`src/rtl/radar_multi_ch_monitor.sv`:
```
// Multi-channel radar distance monitor: per-channel sample latch, debounced proximity
// alarm with hysteresis, stale detection, and manual/auto-scan display selection.
module radar_multi_ch_monitor #(
  parameter int N_CH      = 4,
  parameter int DW        = 20,
  parameter int MIN_TH    = 3,
  parameter int NEAR_TH   = 35,
  parameter int HYST      = 2,
  parameter int ALM_CNT   = 3,
  parameter int STALE_CYC = 50_000_000,
  parameter int SCAN_CYC  = 100_000_000,
  parameter int CW        = $clog2(N_CH)
) (
  input  logic               i_sys_clk,
  input  logic               i_sys_rst,
  input  logic [N_CH*DW-1:0] i_jl_data,
  input  logic [N_CH-1:0]    i_jl_vld,
  input  logic               i_key_next,
  input  logic               i_mode_auto,
  output logic [23:0]        o_show_data,
  output logic [CW-1:0]      o_show_ch,
  output logic [N_CH-1:0]    o_alarm,
  output logic               o_alarm_any,
  output logic [N_CH-1:0]    o_stale,
  output logic [2*N_CH-1:0]  o_dbg_alm_state
);

  typedef enum logic [1:0] {
    ST_SAFE  = 2'd0,
    ST_PEND  = 2'd1,
    ST_ALARM = 2'd2
  } alm_state_t;

  localparam int SW = $clog2(STALE_CYC + 1);
  localparam int HW = $clog2(ALM_CNT + 1);
  localparam int TW = $clog2(SCAN_CYC + 1);

  localparam logic [DW-1:0] MIN_V     = DW'(MIN_TH);
  localparam logic [DW-1:0] NEAR_V    = DW'(NEAR_TH);
  localparam logic [DW-1:0] REL_V     = DW'(NEAR_TH + HYST);
  localparam logic [HW-1:0] ALM_V     = HW'(ALM_CNT);
  localparam logic [SW-1:0] STALE_V   = SW'(STALE_CYC);
  localparam logic [TW-1:0] SCAN_LAST = TW'(SCAN_CYC - 1);
  localparam logic [CW-1:0] LAST_CH   = CW'(N_CH - 1);

  logic [N_CH*DW-1:0] dist_flat;
  logic [N_CH-1:0]    alarm_d;

  for (genvar k = 0; k < N_CH; k++) begin : g_ch
    logic [DW-1:0] smp;
    logic [DW-1:0] dist_r;
    logic          vld;
    logic          in_win;
    logic          rel;
    alm_state_t    st_q, st_d;
    logic [HW-1:0] hit_q, hit_d;
    logic [SW-1:0] scnt_q, scnt_d;
    logic          stale_q, stale_d;

    assign smp    = i_jl_data[k*DW +: DW];
    assign vld    = i_jl_vld[k];
    assign in_win = (smp > MIN_V) && (smp < NEAR_V);
    assign rel    = (smp >= REL_V) || (smp <= MIN_V);

    // Stale flag is sticky until the next sample so a never-fed channel stays stale.
    always_comb begin
      scnt_d  = scnt_q;
      stale_d = stale_q;
      if (vld) begin
        scnt_d  = '0;
        stale_d = 1'b0;
      end else begin
        if (scnt_q != STALE_V) scnt_d = scnt_q + SW'(1);
        if (scnt_d == STALE_V) stale_d = 1'b1;
      end
    end

    always_comb begin
      st_d  = st_q;
      hit_d = hit_q;
      if (vld) begin
        case (st_q)
          ST_SAFE: begin
            if (in_win) begin
              if (ALM_CNT == 1) begin
                st_d  = ST_ALARM;
                hit_d = '0;
              end else begin
                st_d  = ST_PEND;
                hit_d = HW'(1);
              end
            end
          end
          ST_PEND: begin
            if (in_win) begin
              hit_d = hit_q + HW'(1);
              if (hit_d == ALM_V) begin
                st_d  = ST_ALARM;
                hit_d = '0;
              end
            end else begin
              st_d  = ST_SAFE;
              hit_d = '0;
            end
          end
          ST_ALARM: begin
            if (rel) st_d = ST_SAFE;
          end
          default: begin
            st_d  = ST_SAFE;
            hit_d = '0;
          end
        endcase
      end else if (stale_d) begin
        st_d  = ST_SAFE;
        hit_d = '0;
      end
    end

    always_ff @(posedge i_sys_clk) begin
      if (i_sys_rst) begin
        st_q    <= ST_SAFE;
        hit_q   <= '0;
        scnt_q  <= '0;
        stale_q <= 1'b1;
        dist_r  <= '0;
      end else begin
        st_q    <= st_d;
        hit_q   <= hit_d;
        scnt_q  <= scnt_d;
        stale_q <= stale_d;
        if (vld) dist_r <= smp;
      end
    end

    assign dist_flat[k*DW +: DW]    = dist_r;
    assign alarm_d[k]               = (st_d == ST_ALARM);
    assign o_alarm[k]               = (st_q == ST_ALARM);
    assign o_stale[k]               = stale_q;
    assign o_dbg_alm_state[2*k +: 2] = st_q;
  end

  logic [CW-1:0] low_ch;
  logic [CW-1:0] nxt_ch;
  logic [DW-1:0] sel_dist;
  logic [19:0]   show_dist;
  logic [TW-1:0] dwell_q;
  logic          mode_q;

  always_comb begin
    low_ch = '0;
    for (int i = N_CH - 1; i >= 0; i--) begin
      if (o_alarm[i]) low_ch = CW'(i);
    end
  end

  assign nxt_ch    = (o_show_ch == LAST_CH) ? '0 : o_show_ch + CW'(1);
  assign sel_dist  = dist_flat[o_show_ch*DW +: DW];
  assign show_dist = o_stale[o_show_ch] ? 20'hFFFFF : 20'(sel_dist);

  // A mode change only restarts the dwell; alarm override and key steps resume next cycle.
  always_ff @(posedge i_sys_clk) begin
    if (i_sys_rst) begin
      o_show_ch   <= '0;
      o_show_data <= '0;
      o_alarm_any <= 1'b0;
      dwell_q     <= '0;
      mode_q      <= 1'b0;
    end else begin
      mode_q      <= i_mode_auto;
      o_alarm_any <= |alarm_d;
      o_show_data <= {4'(o_show_ch), show_dist};
      if (i_mode_auto != mode_q) begin
        dwell_q <= '0;
      end else if (i_mode_auto) begin
        if (o_alarm_any) begin
          o_show_ch <= low_ch;
          dwell_q   <= '0;
        end else if (dwell_q == SCAN_LAST) begin
          o_show_ch <= nxt_ch;
          dwell_q   <= '0;
        end else begin
          dwell_q <= dwell_q + TW'(1);
        end
      end else begin
        dwell_q <= '0;
        if (i_key_next) o_show_ch <= nxt_ch;
      end
    end
  end

endmodule

```
`config.mk`:
```
export PLATFORM = sky130hd
export DESIGN_NAME = radar_multi_ch_monitor
export DESIGN_NICKNAME = d
export VERILOG_FILES = /design/src/rtl/radar_multi_ch_monitor.sv
export SDC_FILE = /design/constraint.sdc
export NUM_CORES = 1
export LEC_CHECK = 0
export BUFFER_PORTS_ARGS = -buffer_cell sky130_fd_sc_hd__buf_4
export CORE_ASPECT_RATIO = 0.9
export CORE_UTILIZATION = 26
export DETAILED_ROUTE_END_ITERATION = 7
export HOLD_SLACK_MARGIN = 0.15
export PLACE_DENSITY_LB_ADDON = 0.25
export SLEW_MARGIN = 20
export SYNTH_ARGS = -nofsm -noshare
export SYNTH_HDL_FRONTEND = slang
export SYNTH_SLANG_ARGS = --single-unit
```
`constraint.sdc`:
```
create_clock -name i_sys_clk -period 4.2 [get_ports i_sys_clk]
set_input_delay 0.84 -clock i_sys_clk [delete_from_list [all_inputs] [get_ports i_sys_clk]]
set_output_delay 0.84 -clock i_sys_clk [all_outputs]
set_load 0.01 [all_outputs]
```
# Word level (Yosys, flattened, before mapping)
# Cells that the tools add are included.
# W data, S select, Z words.
[word_totals]
latchBits = 0
word_cells = 201
out_inout_bits = 43
romBits = 0
ff_bits = 259
memories = 0
ram_bits = 0
[op_classes]
n_eq_ne = 36
mux = 80
mul = 1
bitwise = 2
n_div = 0
reduce_logical = 28
n_lt_le_gt_ge = 17
add_sub_neg = 10
n_shift = 1
[ops]
columns = ["operator", "count"]
rows = [
  ["$mux W26", 8],
  ["$mux W2", 53],
  ["$add A26 B1 Y26 const B", 4],
  ["$eq A26 B26 Y1 const B", 4],
  ["$ne A26 B26 Y1 const B", 4],
  ["$ge A20 B6 Y1 const B", 4],
  ["$gt A20 B2 Y1 const B", 4],
  ["$le A20 B2 Y1 const B", 4],
  ["$lt A20 B6 Y1 const B", 4],
  ["$shiftx A80 B8 Y20", 1],
  ["$pmux W2 S3", 8],
  ["$add A27 B1 Y27 const B", 1],
  ["$eq A27 B27 Y1 const B", 1],
  ["$eq A2 B2 Y1 const B", 13],
  ["$mux W20", 1],
  ["$reduce_and A3 Y1", 5],
  ["$ne A3 B3 Y1 const B", 4],
  ["$add A2 B1 Y2 const B", 5],
  ["$reduce_bool A2 Y1", 5],
  ["$mux W1", 9],
  ["$eq A2 B1 Y1 const B", 4],
  ["$logic_not A2 Y1", 4],
  ["$ne A2 B2 Y1 const B", 4],
  ["$reduce_or A2 Y1", 4],
  ["other kinds (10)", 17],
]

# Longest topological paths before layout
[depth]
ltp_word = 10
mapped_depth = 10
mapped_depth_nobuf = 10

# Worst setup path before layout
# OpenSTA, ideal clock, no wires.
[synth_timing]
kind = "reg2reg"
from = "register g_ch[2].scnt_q[0]"
to = "register o_alarm_any"
path_stages_with_launch = 11
setup_time_ps = 132
arrival_ps = 2728
path_slack_ps = 1340
synth_period_minus_slack_ps = 2860
n_path_buf = 0
cell_sequence = "dfxtp_1 > inv_1 > ha_1 > or3b_1 > or3_1 > or4_1 > a211o_1 > nor4_4 > a211oi_2 > a221oi_2 > a21oi_1"
[synth_between]
elab_chain_cells = 10
word_cells_on_any_way = 11
cone_classes = "add/sub: 1; eq/ne: 3; mux: 6; reduce/logical: 1"
[synth_rtl]
columns = ["item", "line", "text"]
rows = [
  ["from (decl)", "57", "logic [SW-1:0] scnt_q, scnt_d;"],
  ["from (signal assigned)", "130", "scnt_q <= scnt_d;"],
  ["$add A26 B1 Y26 / $ne A26 B26 Y1 (equally long branches)", "73", "if (scnt_q != STALE_V) scnt_d = scnt_q + SW'(1);"],
  ["$mux W26 *", "73", ""],
  ["$mux W26 *", "69", "if (vld) begin"],
  ["$eq A26 B26 Y1 *", "74", "if (scnt_d == STALE_V) stale_d = 1'b1;"],
  ["$mux W1 *", "74", ""],
  ["$mux W1 *", "69", ""],
  ["$mux W2 *", "114", "end else if (stale_d) begin"],
  ["$mux W2 *", "81", "if (vld) begin"],
  ["$eq A2 B2 Y1 *", "137", "assign alarm_d[k] = (st_d == ST_ALARM);"],
  ["$reduce_or A4 Y1 *", "171", "o_alarm_any <= |alarm_d;"],
  ["to (signal assigned)", "171", ""],
  ["to (decl)", "23", "output logic o_alarm_any,"],
]
# Mark *: on every way between the ends. The rest lies on a longest branch, timed or not. The select of a mux whose other input is x is not followed.
# A chain may end at the register's enable or synchronous reset.

# Worst setup path in the final report
[layout_timing]
from = "register g_ch[2].scnt_q[4]"
to = "register g_ch[2].hit_q[1]"
[layout_between]
elab_chain_cells = 8
word_cells_on_any_way = 9
cone_classes = "add/sub: 1; eq/ne: 2; mux: 4; reduce/logical: 2"
[layout_rtl]
columns = ["item", "line", "text"]
rows = [
  ["$add A26 B1 Y26 / $ne A26 B26 Y1 (equally long branches)", "73", ""],
  ["$mux W26 *", "73", ""],
  ["$mux W26 *", "69", ""],
  ["$eq A26 B26 Y1 *", "74", ""],
  ["$mux W1 *", "74", ""],
  ["$mux W1 *", "69", ""],
  ["$reduce_bool A2 Y1 (no source line) *", "-", ""],
  ["$reduce_and A3 Y1 (no source line) *", "-", ""],
  ["to (signal assigned)", "129", "hit_q <= hit_d;"],
  ["to (decl)", "56", "logic [HW-1:0] hit_q, hit_d;"],
]
# Marked as above.

==> impl_metrics.csv <==
group,metric,value,unit
status,status,"finished, final reports clean",
logic_synthesis,synth_top_area_frac,0.404,
timing,hold_viol,0,
placement,dpl.hpwl,26500,µm
cts,cts_resized,0,
logic_synthesis,synth_area_leader_cell,"dfxtp_1",
cts,clk_latency,0.58,ns
setup_path,critPathCaptureType,"register",
cts,cts_tree,"done",
global_route,overflow,0,
setup_path,cp.arrival,3.63,ns
die,die_h,212,µm
logic_synthesis,yosysSeqAreaShare,0.404,
drt,detail_route.first_pass.iterations,5,
global_route,grt_max_degree,77,
finish,area_delta_synth_final,19.3,%
setup_path,slowest_stage,"a2111oi_0",
cts,cts_buffer_depth,3,
finish,final_nets,1624,
logic_synthesis,synth.area.top_cells,"dfxtp_1 40%, nor2_1 8.4%, mux2i_1 7.1%, xor2_1 4.5%, mux4_2 3.7%",
setup_path,cpPeakStageDelay,0.67,ns
power,leakage,5.48,nW
hold_path,hold_path.class,"register to register",
cts,htreeDepth,1,
die,dieArea,49900,µm²
die,boundaryPins,131,
global_route,grt_first_pass_wirelength,55700,µm
logic_synthesis,synth-main-ff-cell,"dfxtp_1",
drt,post-route-drc-count,0,
logic_synthesis,ys_types,82,
drt,detail-route-antenna-nets,0,
setup_path,start_kind,"register",
placement,gp_congestion,0.804,
logic_synthesis,syn_avg_cell_area,8.83,µm²
timing,whs,0.472,ns
setup_path,critPathKind,"register to register",
timing,max_freq,312,MHz
timing,fin_setup_tns,0,ns
cts,postCtsSetupRepairBufs,0,
logic_synthesis,syn_area,12700,µm²
setup_path,required,4.63,ns
power,intPower,0.00428,W
finish,layout_common_cells,"285 x nor2_1, 257 x dfxtp_1, 132 x buf_4",
logic_synthesis,syn_inst,1443,
setup_path,reg2reg_slack,1.0,ns
power,power.share.clock,0.475,
die,die_w,235,µm
placement,post-place-cells,2118,
power,ir_drop,0.000275,V
timing,worst-slew-pin-transition,0.848,ns
logic_synthesis,yosysWarnings,0,
cts,cts_root_buf,"clkbuf_16",
logic_synthesis,yosys_register_bits,257,
die,start_util,0.265,
cts,clock-sinks,257,
drt,routed_wl,36000,µm
drt,via_count,10600,
global_route,track_usage,0.140,
setup_path,path_cells,"nand4_1 -> nor4_4 -> and4_1 -> o211ai_1 -> a2111oi_0 -> a211oi_2 -> o21ai_0 -> a21oi_1",
die,num_rows,76,
cts,hold_buffers,0,
power,switchingPower,0.00141,W
power,seq_power_share,0.451,
drt,vias_per_cell,4.86,
timing,min_period,3.20,ns
drt,drt-initial-drc-count,750,
timing,period_share,0.762,
finish,layout_commonest_cell,"nor2_1",
setup_path,path_max_fanout,11,
die,coreArea,48100,µm²
global_route,antenna_found_initial,8,
finish,nFillCells,5036,
global_route,grt_pass1_vias,9687,
logic_synthesis,async_flop_share,0,
cts,path_clk_slew,0.06,ns
timing,drv_slew,0,
timing,setup_viol,0,
drt,wl_per_cell,16.5,µm
placement,port_buffers,128,
cts,numCtsBuffers,29,
timing,rsz0062_at_grt,"false",
power,p_comb_frac,0.074,
finish,multi_input_area,7140,µm²
timing,skew,0.0168,ns
finish,drive_gt1_frac,0.153,
power,p_per_area,375,nW/µm²
finish,fin_cells,2177,
timing,relSlewSlack,0.429,
finish,final-seq-area,5140,µm²
logic_synthesis,synth_edf_count,0,
run,max_cap_violations,0,
power,switching_share,0.248,
## cells in the mapped netlist, types with 6 or more instances
| cell | instances |
|---|---|
| and4_1 | 14 |
| a211oi_1 | 6 |
| buf_2 | 8 |
| nor3_1 | 19 |
| clkbuf_1 | 55 |
| o21ai_0 | 32 |
| buf_4 | 10 |
| inv_1 | 26 |
| and2_1 | 10 |
| nor3b_1 | 9 |
| nand3_1 | 67 |
| nor4_1 | 33 |
| and3_1 | 18 |
| nand3b_1 | 12 |
| mux2i_1 | 90 |
| or4_1 | 16 |
| o211ai_1 | 8 |
| ha_1 | 10 |
| or3_1 | 9 |
| mux4_2 | 21 |
| a2111oi_0 | 6 |
| a31oi_1 | 7 |
| nand4_1 | 44 |
| nand2_1 | 73 |
| nor2b_1 | 24 |
| nor2_1 | 285 |
| dfxtp_1 | 257 |
| xnor2_1 | 52 |
| a21oi_1 | 41 |
| o21bai_1 | 7 |
| xor2_1 | 65 |
| buf_1 | 8 |
| or2_2 | 6 |
| o31ai_1 | 7 |
| nand2b_1 | 7 |
## area by class of cell
type                            instances  share of cell area
Timing Repair Buffer                  133              0.0660
Multi-Input combinational cell       1079               0.470
Clock buffer                           32              0.0498
Sequential cell                       257               0.339
Clock inverter                         22              0.0175
Inverter                               26             0.00642
Antenna cell                            4            0.000659
Tap cell                              624              0.0514
## power by group through the flow
stage | Clock (W) | Sequential (W) | Combinational [W]
3_5_place_dp | 0 | 0.00262 | 0.000425
4_1_cts | 0.00280 | 0.00257 | 0.000426
3_3_place_gp | 0 | 0.00262 | 0.000423
6_report | 0.00271 | 0.00257 | 0.000421
2_1_floorplan | 0 | 0.00261 | 0.000238
5_1_grt | 0.00290 | 0.00257 | 0.000462
## worst paths after layout
check | cells past startpoint | end | startpoint
setup / recovery | 8 | g_ch[2].hit_q[1]$_SDFFE_PP0P_ | g_ch[2].scnt_q[4]$_SDFF_PP0_
hold / removal | 1 | dwell_q[0]$_SDFF_PP0_ | dwell_q[0]$_SDFF_PP0_
setup reg to reg | 8 | g_ch[2].hit_q[1]$_SDFFE_PP0P_ | g_ch[2].scnt_q[4]$_SDFF_PP0_
hold reg to reg | 1 | dwell_q[0]$_SDFF_PP0_ | dwell_q[0]$_SDFF_PP0_
## sequential cells by signal, summed over array words and instances, names as in the netlist
signal and count:
mode_q 1, g_ch.dist_r 80, o_alarm_any 1, g_ch.scnt_q 104, g_ch.hit_q 8, g_ch.st_q 8
o_show_ch 2, g_ch.stale_q 4, o_show_data 22, dwell_q 27
## worst max-delay path: cells and delay by family (launching register included)
family	cells	cell delay (ns)
compound gates	5	1.36
flops	1	0.54
simple gates	3	1.16
## cell families (layout without fill, tap and decap cells)
logic type / after synthesis / count (layout) / synth area share
and+or+nand+nor: 677 / 677 / 0.274
DFF: 257 / 257 / 0.404
AOI/OAI and AO/OA: 160 / 160 / 0.0855
xor gates and xnor gates: 117 / 117 / 0.0805
muxes: 113 / 113 / 0.110
buffers and inverters: 108 / 213 / 0.0361
adders and majority gates: 10 / 10 / 0.00982
other: 1 / 6 / 0.000294
## per-stage QoR
step | instance area, µm² | total power [W] | util | setup slack, ns
global placement | 14100 | 0.00304 | 0.294 | 1.12
floorplan | 12700 | 0.00284 | - | 1.34
finish | 15200 | 0.00570 | 0.316 | 0.999
detailed placement | 14100 | 0.00305 | 0.294 | 1.04
CTS | 15200 | 0.00579 | 0.315 | 1.04
global route | 15200 | 0.00594 | 0.316 | 0.733
## layer usage
metal	vias up	part of all wire	GRT usage
met5	-	0.0010	0
met4	6	0.021	0.0354
met3	50	0.062	0.0349
met2	221	0.41	0.200
met1	4998	0.50	0.207
li1	5305	-	-
No activity file was read; power rests on OpenSTA's default activity.
